$ cat src/rtl/uart_tx_engine.sv
// UART transmit engine: pops one word per frame from a synchronous FIFO
// (1-cycle read latency) and serialises it LSB-first with optional parity
// and one or two stop bits. The tx line is registered, so it cannot glitch.
module uart_tx_engine #(
    parameter int CLKS_PER_BIT = 50,
    parameter int DATA_BITS    = 8,
    parameter int STOP_BITS    = 1,
    parameter int CNT_W        = 16
) (
    input  logic                 clk,
    input  logic                 reset,
    input  logic                 enable,
    input  logic [1:0]           parity_mode,
    input  logic                 empty,
    input  logic [DATA_BITS-1:0] rd_data,
    output logic                 read_en,
    output logic                 tx,
    output logic                 busy,
    output logic                 tx_done
);

    localparam int IDX_W = $clog2(DATA_BITS + 1);

    // Last count of one bit period, and of the whole stop period
    localparam logic [CNT_W-1:0] BIT_LAST  = CNT_W'(CLKS_PER_BIT - 1);
    localparam logic [CNT_W-1:0] STOP_LAST = CNT_W'(STOP_BITS * CLKS_PER_BIT - 1);
    localparam logic [IDX_W-1:0] IDX_LAST  = IDX_W'(DATA_BITS - 1);

    typedef enum logic [2:0] {
        S_IDLE   = 3'd0,
        S_READ   = 3'd1,
        S_LOAD   = 3'd2,
        S_START  = 3'd3,
        S_DATA   = 3'd4,
        S_PARITY = 3'd5,
        S_STOP   = 3'd6
    } state_t;

    state_t               state, state_next;
    logic [CNT_W-1:0]     cnt, cnt_next;
    logic [IDX_W-1:0]     bit_idx, bit_idx_next;
    logic [DATA_BITS-1:0] shift, shift_next;
    logic                 par_en, par_en_next;
    logic                 par_bit, par_bit_next;
    logic                 tx_next;
    logic                 bit_end;
    logic                 stop_end;
    logic                 cnt_clear;

    assign bit_end  = (cnt == BIT_LAST);
    assign stop_end = (cnt == STOP_LAST);

    // Strobes decoded straight from the state register
    assign read_en = (state == S_READ);
    assign busy    = state inside {S_READ, S_LOAD, S_START, S_DATA, S_PARITY, S_STOP};
    assign tx_done = (state == S_STOP) && stop_end;

    // Next-state, datapath updates and the next value of the tx line
    always_comb begin
        // NOTE: every signal gets a default first, so no path can infer a latch.
        state_next   = state;
        shift_next   = shift;
        bit_idx_next = bit_idx;
        par_en_next  = par_en;
        par_bit_next = par_bit;
        cnt_clear    = 1'b0;

        case (state)
            S_IDLE: begin
                cnt_clear = 1'b1;
                if (enable && !empty) begin
                    state_next = S_READ;
                end
            end
            S_READ: begin
                cnt_clear  = 1'b1;
                state_next = S_LOAD;
            end
            S_LOAD: begin
                cnt_clear    = 1'b1;
                shift_next   = rd_data;
                bit_idx_next = '0;
                par_en_next  = (parity_mode == 2'b01) || (parity_mode == 2'b10);
                par_bit_next = (parity_mode == 2'b10) ? ~^rd_data : ^rd_data;
                state_next   = S_START;
            end
            S_START: begin
                if (bit_end) begin
                    state_next = S_DATA;
                end
            end
            S_DATA: begin
                if (bit_end) begin
                    cnt_clear    = 1'b1;
                    shift_next   = shift >> 1;
                    bit_idx_next = bit_idx + IDX_W'(1);
                    if (bit_idx == IDX_LAST) begin
                        state_next = par_en ? S_PARITY : S_STOP;
                    end
                end
            end
            S_PARITY: begin
                if (bit_end) begin
                    state_next = S_STOP;
                end
            end
            S_STOP: begin
                if (stop_end) begin
                    state_next = S_IDLE;
                end
            end
            default: begin
                cnt_clear  = 1'b1;
                state_next = S_IDLE;
            end
        endcase

        cnt_next = (cnt_clear || (state_next != state)) ? '0 : cnt + CNT_W'(1);

        // tx is registered from the state being entered, so it lines up with state
        case (state_next)
            S_START:  tx_next = 1'b0;
            S_DATA:   tx_next = shift_next[0];
            S_PARITY: tx_next = par_bit_next;
            default:  tx_next = 1'b1;
        endcase
    end

    // State register and datapath registers; reset forces the line idle at once
    always_ff @(posedge clk or posedge reset) begin
        if (reset) begin
            state   <= S_IDLE;
            cnt     <= '0;
            bit_idx <= '0;
            shift   <= '0;
            par_en  <= 1'b0;
            par_bit <= 1'b0;
            tx      <= 1'b1;
        end else begin
            // NOTE: non-blocking so every register updates from the same pre-edge values.
            state   <= state_next;
            cnt     <= cnt_next;
            bit_idx <= bit_idx_next;
            shift   <= shift_next;
            par_en  <= par_en_next;
            par_bit <= par_bit_next;
            tx      <= tx_next;
        end
    end

endmodule
$ cat config.mk
export PLATFORM = sky130hd
export DESIGN_NAME = uart_tx_engine
export DESIGN_NICKNAME = d
export VERILOG_FILES = /design/src/rtl/uart_tx_engine.sv
export SDC_FILE = /design/constraint.sdc
export NUM_CORES = 1
export LEC_CHECK = 0
export ABC_AREA = 1
export CELL_PAD_IN_SITES_DETAIL_PLACEMENT = 0
export CELL_PAD_IN_SITES_GLOBAL_PLACEMENT = 1
export CORE_MARGIN = 5
export CORE_UTILIZATION = 43
export DETAILED_ROUTE_END_ITERATION = 8
export GPL_ROUTABILITY_DRIVEN = 0
export PLACE_DENSITY_LB_ADDON = 0.1
export SLEW_MARGIN = 20
export SYNTH_ARGS = -nofsm -noshare
export SYNTH_HDL_FRONTEND = slang
export SYNTH_SLANG_ARGS = --single-unit
$ cat constraint.sdc
create_clock -name clk -period 2.27 [get_ports clk]
set_clock_uncertainty 0.1 [all_clocks]
set_input_delay 0.3405 -clock clk [delete_from_list [all_inputs] [get_ports clk]]
set_output_delay 0.3405 -clock clk [all_outputs]
set_load 0.1 [all_outputs]
---- Yosys cells after proc, flatten, opt, wreduce, memory -nomap -nowiden ----
Index checks and enable logic that the tools add are counted.
operators by class
  add/sub/neg operators ................... 2
  $mul .................................... 0
  div/mod/pow operators ................... 0
  magnitude comparators ................... 0
  equality and inequality tests ........... 15
  shifts and indexed selects .............. 0
  muxes and demuxes ....................... 18
  bitwise operators ....................... 0
  reduce and logical (&&, ||, !) cells .... 12
operator list
  kind                     number
  $pmux W3 S7              1
  $mux W3                  6
  $add A16 B1 Y16 const B  1
  $eq A16 B6 Y1 const B    1
  $mux W16                 1
  $pmux W8 S2              1
  $eq A3 B3 Y1 const B     5
  $eq A3 B2 Y1 const B     3
  $mux W8                  1
  $pmux W4 S2              1
  $reduce_xnor A8 Y1       1
  $reduce_xor A8 Y1        1
  $reduce_bool A6 Y1       1
  $add A4 B1 Y4 const B    1
  $eq A4 B3 Y1 const B     1
  $mux W4                  1
  $eq A3 B1 Y1 const B     1
  $logic_not A3 Y1         1
  $mux W1                  3
  $ne A3 B3 Y1             1
  $pmux W1 S3              1
  $reduce_or A3 Y1         1
  $eq A2 B1 Y1 const B     1
  $eq A2 B2 Y1 const B     1
  8 further kinds          10
word-level totals
  bits in registers ....................... 34
  latch bits .............................. 0
  bits in writable memories ............... 0
  bits in read-only memories .............. 0
  input bits .............................. 14
  word-level logic and storage cells ...... 55
  memories ................................ 0

---- Logic depth before layout (Yosys ltp) ----
Gate-level depths: netlist of the first run.
  word-level depth ........................ 7
  gate-level depth with buffers ........... 14
  gate-level depth less buffers ........... 14

---- Worst setup path before layout of the first run ----
OpenSTA, ideal clock, no wires.
  path kind ............................... register to output
  from .................................... register cnt[1]
  to ...................................... output tx_done
  arrival time ............................ 2.219 ns
  required time ........................... 1.830 ns
  path slack .............................. -0.389 ns
  stages on the path, launching flop included .. 7
  path buffers ............................ 0
  path through ............................ dfrtp_1 > inv_1 > ha_1 > nand4_2 > nor2_4 > nand2_4 > nor2_1
on the way
  word-level cells in the longest chain between the ends .. 2
ends and longest elaborated chain
  what                    RTL line  text
  from (decl)             40        logic [CNT_W-1:0] cnt, cnt_next;
  from (signal assigned)  142       cnt <= cnt_next;
  $eq A16 B6 Y1           51        assign stop_end = (cnt == STOP_LAST);
  $logic_and A1 B1 Y1     56        assign tx_done = (state == S_STOP) && stop_end;
  to (decl)               19        output logic tx_done
Every way passes these cells.

---- Worst setup path after layout of the first run ----
Same ends and word-level chain as after synthesis.

==> results of run 1 <==
state kept, by name, indices dropped and copies added, names as in the netlist:
name	count
tx	1
bit_idx	4
par_en	1
shift	8
cnt	16
state	3
par_bit	1
worst register-to-register path, stage by stage, from the launching register on:
cell     delay [ns]
dfrtp_1        0.40
inv_1          0.06
ha_1           0.14
nand4_2        0.12
nor2_4         0.18
nand2_4        0.12
nor2_8         0.19
nand2_4        0.08
nand2_4        0.10
nand2_4        0.05
nand2_4        0.20
nor2_1         0.06
and2_1         0.13
power by group through the flow:
stage | clock [mW] | sequential (mW) | combinational, mW
5_1_grt | 0.503 | 0.624 | 0.104
3_3_place_gp | 0 | 0.634 | 0.0900
6_report | 0.464 | 0.623 | 0.0891
4_1_cts | 0.481 | 0.622 | 0.0919
2_1_floorplan | 0 | 0.633 | 0.0504
3_5_place_dp | 0 | 0.634 | 0.0913
cells by family (layout without fill, tap and decap cells):
kind of cell | count (synthesis) | in the layout | share of synthesized area [%]
AO/OA/AOI/OAI | 24 | 24 | 7.13
XOR/XNOR | 15 | 15 | 6.08
adder cells (fa/ha/maj) | 4 | 4 | 2.32
buffers and inverters | 41 | 71 | 8.28
flip-flops | 34 | 34 | 39.5
AND/OR/NAND/NOR | 146 | 146 | 36.7
final cells by class:
cell class	instances	area (µm²)
Fill cell	460	2200
Multi-Input combinational cell	189	1140
Sequential cell	34	852
Timing Repair Buffer	25	270
Inverter	38	143
Clock buffer	7	86.3
Tap cell	67	83.8
Clock inverter	1	5.00
metal layers:
metal | routed length [µm] | vias to the layer above
li1 | - | 915
met4 | 55 | 0
met3 | 132 | 4
met1 | 1990 | 826
met5 | 0 | -
met2 | 2220 | 21
cells in the final DEF, fill, tap and decap left out, drive strengths merged:
| cell | n |
|---|---|
| a21oi | 7 |
| and2 | 1 |
| nor2 | 20 |
| nor4 | 1 |
| clkdlybuf4s50 | 13 |
| a22oi | 3 |
| and3 | 1 |
| nor3 | 19 |
| dfrtp | 33 |
| or2 | 1 |
| nand3 | 25 |
| o211ai | 1 |
| dfstp | 1 |
| clkbuf | 7 |
| xor2 | 11 |
| a21boi | 1 |
| xnor2 | 4 |
| o21ai | 9 |
| nor3b | 1 |
| nand4 | 5 |
| nand2 | 71 |
| nand3b | 1 |
| buf | 12 |
| o21a | 1 |
| ha | 4 |
| o221ai | 2 |
| clkinv | 2 |
| inv | 37 |
metrics by stage:
| stage | instances | util, % | power, mW |
|---|---|---|---|
| final | 361 | 53.9 | 1.18 |
| after floorplan | 264 | - | 0.684 |
| after detailed placement | 353 | 51.9 | 0.726 |
| after CTS | 361 | 53.8 | 1.20 |
| after global routing | 361 | 53.9 | 1.23 |
| after global placement | 353 | 51.9 | 0.724 |
worst max path at each step:
stage               startpoint  endpoint  slack (ns)  cells after the start
floorplan               cnt[1]   tx_done        0.08                      6
global placement        cnt[1]   cnt[14]        0.27                     12
detailed placement      cnt[1]   cnt[14]        0.21                     12
CTS                   state[0]      busy        0.12                      6
global route            cnt[1]   cnt[14]        0.04                     12
finish                  cnt[1]   tx_done        0.16                      7
what timing repair did:
item	CTS	global route
gates resized for setup	0	1
buffers inserted	0	0
setup endpoints to repair	0	1
==> qor.yml, run 1 <==
cap_viol_max_count: 0
finalInstanceArea_um2: 2580
grt_use_met3_pct: 3.77
slew_headroom_pct: 71.2
start_kind: "flop"
clockBufferDepth: 2
yosysMostFrequentCell: "nand2_1"
dieArea_um2: 6540
required_ns: 1.83
fmaxAchievable_mhz: 474
path_delay_family: "simple AND/OR/NAND/NOR gates"
cp_max_fo: 6
tightest_slew_ns: 0.431
worst-path-buf-inv: 2
syn-num-nets: 282
grt_antenna_before_repair: 0
layout-drive-gt1-share_pct: 18.0
die_h_um: 80.9
drtIter0Drc: 52
cts_buffers: 5
final-hold-violation-count: 0
synthFlopType: "dfrtp_1"
swShare_pct: 23.0
p_sw_mw: 0.271
cp_cell_sequence: "inv_1 > ha_1 > nand4_2 > nor2_4 > nand2_4 > nor2_2 > buf_12"
power_frac_seq_pct: 53.0
setup_viol: 0
synth_edf_count: 0
final_nets: 311
synth_commonest_cells: "nand2_1 (65), dfrtp_1 (33), inv_1 (33), nand3_1 (22), nor2_1 (17)"
core_area_um2: 4790
post_drt_via_cell_ratio: 4.89
vias: 1766
holdWs_ns: 0.369
cts_tree: "built"
syn_to_final_growth_pct: 19.5
p_per_area_nw_per_um2: 456
power_frac_clock_pct: 39.5
slowest_stage: "dfrtp_1"
ant_nets: 0
wl_per_cell_um: 12.2
synth_seq_cells: 34
top_usage_layer: "met2"
syn_inst: 264
firstDrtPassIters: 4
initial_core_util_pct: 45.1
synth_top_cell_by_area: "dfrtp_1"
finalWirelength_um: 4390
dp_hpwl_um: 3440
status: "finished clean"
synth_cell_type_count: 38
drc: 0
syn_avg_cell_area_um2: 8.18
tns_ns: 0
grt_pass1_wl_um: 7940
r2r_end: "cnt[14]"
min_period_ns: 2.11
postCtsHoldBufs: 0
timing.rr.start: "cnt[1]"
path_clk_slew_ns: 0.07
cts_sinks: 34
syn-cell-area_um2: 2160
gr-usage-all-layers_pct: 15.6
cts_root_buffer: "clkbuf_8"
power.share.combinational_pct: 7.6
n_antenna_cell: 0
met2_usage_pct: 27.6
fin_ws_ns: 0.160
pin_count: 18
use_met1_pct: 18.7
htree_num_levels: 2
ys_async_sr_fraction_pct: 100
max_stage_delay_ns: 0.40
grt_overflow: 0
core.rowCount: 25
hold_class: "input port to asynchronous set/reset pin"
drv_slew: 0
grt_max_degree: 35
crit_type: "flop to output port"
rsz0062_at_grt: "false"
seq_area_frac_synth_pct: 39.5
grt_pass1_vias: 1745
dieWidth_um: 80.9
arrival_ns: 1.67
leakage_nw: 1.25
postPlaceCellArea_um2: 2480
synth_area_leaders: "dfrtp_1 (38%), nand2_1 (11%), inv_1 (5.7%), nand3_1 (5.1%), nor3_2 (5.1%)"
rrSetupSlack_ns: 0.21
yosys.area.top_type_share_pct: 38.2
io_buffers: 17
internal_power_mw: 0.905
r2r_cells: 12
period_share_pct: 92.9
peakVddDrop_mv: 0.299
endpoint_kind: "output port"
ys.warnings.count: 0
pre_cts_ws_ns: 0.214
clock_latency_ns: 0.29
Note: power is estimated with default switching activity, not from simulation.
==> run 2: changes to the inputs <==
--- a/config.mk
+++ b/config.mk
@@ -8,7 +8,6 @@
 export ABC_AREA = 1
 export CELL_PAD_IN_SITES_DETAIL_PLACEMENT = 0
 export CELL_PAD_IN_SITES_GLOBAL_PLACEMENT = 1
-export CORE_MARGIN = 5
 export CORE_UTILIZATION = 43
 export DETAILED_ROUTE_END_ITERATION = 8
 export GPL_ROUTABILITY_DRIVEN = 0
==> run 2 against run 1 <==
Compared with the run above: global-route usage up 3.9 points; flip-flop and latch count unchanged; sequential share of layout area up 0.23 points; critical path depth down 1.
==> qor.yml, run 2 (synthesized netlist as in run 1, its figures left out) <==
tns_ns: 0
largest_register_ffs: 16
top_register: "cnt"
r2r_cells: 12
grt_max_degree: 35
layout-drive-gt1-share_pct: 17.8
final-hold-violation-count: 0
p_per_area_nw_per_um2: 492
arrival_ns: 1.73
clockBufferDepth: 2
final_common_cell: "nand2_1"
dp_cells: 351
drtIter0Drc: 52
vias: 1775
core_area_um2: 4790
cp_max_fo: 10
postCtsHoldBufs: 0
post_cts_resized: 0
fmaxAchievable_mhz: 461
peakVddDrop_mv: 0.261
slew_headroom_pct: 71.4
grt_pass1_vias: 1755
firstDrtPassIters: 4
grt_antenna_before_repair: 0
post_drt_via_cell_ratio: 4.94
r2r_end: "cnt[14]"
io_buffers: 17
cp-startpoint: "state[0]"
finalWirelength_um: 4360
period_share_pct: 95.5
cts_root_buffer: "clkbuf_8"
syn_to_final_growth_pct: 18.7
layout_common_cells: "nand2_1 (65), inv_1 (33), dfrtp_1 (33), nand3_1 (22), nor2_1 (15)"
gr-usage-all-layers_pct: 19.5
htree_num_levels: 2
die_h_um: 72.9
initial_core_util_pct: 45.1
status: "finished clean"
dieWidth_um: 72.9
pin_count: 18
fill_cells: 485
leakage_nw: 1.24
endpoint_kind: "output port"
largest_registers: "cnt x16, shift x8, bit_idx x4"
cts_sinks: 34
required_ns: 1.83
rrSetupSlack_ns: 0.18
instances_no_fill: 359
cap_viol_max_count: 0
post-route-util_pct: 53.6
hold_class: "input port to asynchronous set/reset pin"
setup_viol: 0
cts_tree: "built"
timing.rr.start: "cnt[1]"
wl_per_cell_um: 12.1
grt_pass1_wl_um: 7820
dp_hpwl_um: 3400
min_period_ns: 2.17
cts_buffers: 5
rsz0062_at_grt: "false"
path_clk_slew_ns: 0.07
tightest_slew_ns: 0.428
final_nets: 309
dieArea_um2: 5310
worstSetupEndpoint: "busy"
clock_latency_ns: 0.29
grt_overflow: 0
ant_nets: 0
postCtsSetupBuffers: 0
drv_slew: 0
core.rowCount: 25
crit_type: "flop to output port"
drc: 0
start_kind: "flop"
n_antenna_cell: 0
run 2: worst max-delay path: stages, from the launching register on:
cell and delay, ns:
dfrtp_1 0.47, inv_2 0.19, nand3_2 0.23, o21ai_0 0.19, inv_1 0.07, nand2_1 0.11, buf_12 0.18
run 2: where the power goes:
| part | switching (mW) | internal (mW) | total [mW] |
|---|---|---|---|
| Clock | 0.227 | 0.323 | 0.550 |
| Sequential | 0.00498 | 0.618 | 0.623 |
| Combinational | 0.0476 | 0.0419 | 0.0895 |
| Total | 0.280 | 0.983 | 1.26 |
run 2: area by class of cell:
cell class	instances	area [µm²]	area share [%]
Clock buffer	5	68.8	2.68
Clock inverter	3	40.0	1.56
Inverter	38	143	5.56
Multi-Input combinational cell	189	1130	44.2
Sequential cell	34	852	33.2
Tap cell	67	83.8	3.27
Timing Repair Buffer	23	243	9.47
run 2: worst min path at each step:
stage	endpoint	slack, ns	depth (start not counted)
2_1_floorplan	shift[1]	0.34	2
3_3_place_gp	shift[3]	0.36	2
3_5_place_dp	shift[3]	0.36	2
4_1_cts	shift[7]	0.35	3
5_1_grt	shift[7]	0.42	3
6_report	shift[7]	0.34	3
run 2: stage by stage:
step	instance area [µm²]	setup slack, ns	hold slack (ns)	power, mW
final	2560	0.102	0.339	1.26
after global routing	2560	0.000415	0.416	1.32
after CTS	2560	0.0885	0.351	1.28
after detailed placement	2450	0.171	0.365	0.726
after global placement	2450	0.265	0.356	0.725
after floorplan	2160	0.0776	0.342	0.684
run 2: layer usage:
metal  share of wire (%)  global-route usage (%)
met1                  46                    23.9
met2                  49                    33.3
met3                 2.3                    3.31
met4                 2.2                    9.15
met5                   0                       0
==> run 3: changes to the inputs <==
--- a/config.mk
+++ b/config.mk
@@ -11,6 +11,7 @@
 export CORE_UTILIZATION = 43
 export DETAILED_ROUTE_END_ITERATION = 8
 export GPL_ROUTABILITY_DRIVEN = 0
+export GPL_TIMING_DRIVEN = 0
 export PLACE_DENSITY_LB_ADDON = 0.1
 export SLEW_MARGIN = 20
 export SYNTH_ARGS = -nofsm -noshare
==> run 3 against run 2 <==
Compared with the run above: register-to-register slack better by 0.04 ns; worst hold slack better by 0.039 ns; wire length up 1.1%; count of clock-buffer cells in the layout up 2; sequential power is essentially flat; first-iteration DRC count increased by 23%; sequential share of layout area grew 0.68 points; non-clock buffer count shrank 3; power fell by 6.7%; flip-flop and latch count stayed put; design area down 2.0%; global-route usage increased by 0.36 points; critical endpoint is now tx_done.
==> qor.yml, run 3 (synthesized netlist as in run 1, its figures left out) <==
post-route-util_pct: 52.5
use_met1_pct: 24.8
final_common_cell: "nand2_1"
postPlaceCellArea_um2: 2420
syn_to_final_growth_pct: 16.3
grt_use_met3_pct: 4.56
vias: 1734
dieArea_um2: 5310
core.rowCount: 25
p_per_area_nw_per_um2: 469
cts_tree: "built"
core_area_um2: 4790
clock_latency_ns: 0.29
peakVddDrop_mv: 0.257
postCtsHoldBufs: 0
power_frac_seq_pct: 52.9
top_usage_layer: "met2"
cap_viol_max_count: 0
rsz0062_at_grt: "false"
status: "finished clean"
rrSetupSlack_ns: 0.22
n_antenna_cell: 0
slew_headroom_pct: 36.6
grt_overflow: 0
power_frac_clock_pct: 39.8
drv_slew: 0
ant_nets: 0
finalInstanceArea_um2: 2510
cts_buffers: 5
hold_class: "flop to flop"
htree_num_levels: 2
post_drt_via_cell_ratio: 4.87
dieWidth_um: 72.9
met2_usage_pct: 33.9
crit_type: "flop to output port"
die_h_um: 72.9
largest_registers: "cnt x16, shift x8, bit_idx x4"
setup_viol: 0
endpoint_kind: "output port"
path_clk_slew_ns: 0.07
period_share_pct: 94.1
start_kind: "flop"
postCtsSetupBuffers: 0
hold_path_end: "shift[1]"
dp_hpwl_um: 3260
leakage_nw: 1.21
top_register: "cnt"
gr-usage-all-layers_pct: 19.9
largest_register_ffs: 16
r2r_cells: 11
power.share.combinational_pct: 7.3
io_buffers: 17
tightest_slew_ns: 0.954
clockBufferDepth: 2
drtIter0Drc: 64
firstDrtPassIters: 4
timing.rr.start: "cnt[1]"
layout-drive-gt1-share_pct: 16.6
swShare_pct: 23.3
final-hold-violation-count: 0
cts_root_buffer: "clkbuf_8"
min_from: "shift[1]"
initial_core_util_pct: 45.1
pin_count: 18
grt_max_degree: 35
drc: 0
internal_power_mw: 0.904
required_ns: 1.83
fill_cells: 496
arrival_ns: 1.69
finalWirelength_um: 4410
cp-startpoint: "cnt[1]"
min_delay_path_depth: 2
layout_common_cells: "nand2_1 (65), dfrtp_1 (33), inv_1 (32), nand3_1 (22), nor2_1 (15)"
wl_per_cell_um: 12.4
cp_max_fo: 6
grt_antenna_before_repair: 0
final_nets: 306
r2r_end: "shift[4]"
grt_pass1_vias: 1761
fmaxAchievable_mhz: 468
p_sw_mw: 0.275
min_period_ns: 2.14
grt_pass1_wl_um: 7970
cts_sinks: 34
==> run 3: critical path, stage by stage, from the launching register on <==
cell     delay (ns)
dfrtp_1        0.40
inv_1          0.06
ha_1           0.15
nand4_2        0.12
nor2_4         0.19
nand2_4        0.13
nor2_2         0.12
buf_6          0.23
==> run 3: area by class of cell <==
| class | instances | area, µm² | area share, % |
|---|---|---|---|
| Sequential cell | 34 | 852 | 33.9 |
| Tap cell | 67 | 83.8 | 3.34 |
| Timing Repair Buffer | 17 | 173 | 6.87 |
| Buffer | 3 | 36.3 | 1.44 |
| Multi-Input combinational cell | 189 | 1130 | 45.1 |
| Clock inverter | 1 | 5.00 | 0.199 |
| Inverter | 38 | 143 | 5.68 |
| Clock buffer | 7 | 86.3 | 3.44 |
==> run 3: what timing repair did <==
item	4_1_cts	5_1_grt
endpoints found under the setup margin	4	2
gates resized for setup	16	2
pin swaps	0	0
==> run 3: metal layers <==
layer	share of wire (%)	wire [µm]
met5	0	0
met3	2.9	128
met2	49	2150
met1	47	2070
met4	1.4	63
==> run 3: through the flow <==
step | instances | hold slack (ns) | power (mW) | setup TNS, ns | setup slack, ns
3_3_place_gp | 348 | 0.359 | 0.722 | -0.975 | -0.439
4_1_cts | 356 | 0.381 | 1.20 | 0 | 0.0501
3_5_place_dp | 348 | 0.363 | 0.724 | -0.989 | -0.462
5_1_grt | 356 | 0.403 | 1.24 | 0 | 0.0145
6_report | 356 | 0.378 | 1.18 | 0 | 0.135
2_1_floorplan | 264 | 0.342 | 0.684 | 0 | 0.0776
==> run 3: power groups by stage <==
stage                     Combinational, mW  Clock, mW  Sequential, mW
after floorplan                      0.0504          0           0.633
after global placement               0.0876          0           0.634
after detailed placement             0.0892          0           0.635
after CTS                            0.0895      0.482           0.623
after global routing                  0.103      0.516           0.624
final                                0.0863      0.469           0.623
==> run 3: worst max path at each step <==
stage              end
2_1_floorplan  tx_done
3_3_place_gp   tx_done
3_5_place_dp   tx_done
4_1_cts        tx_done
5_1_grt           busy
6_report       tx_done
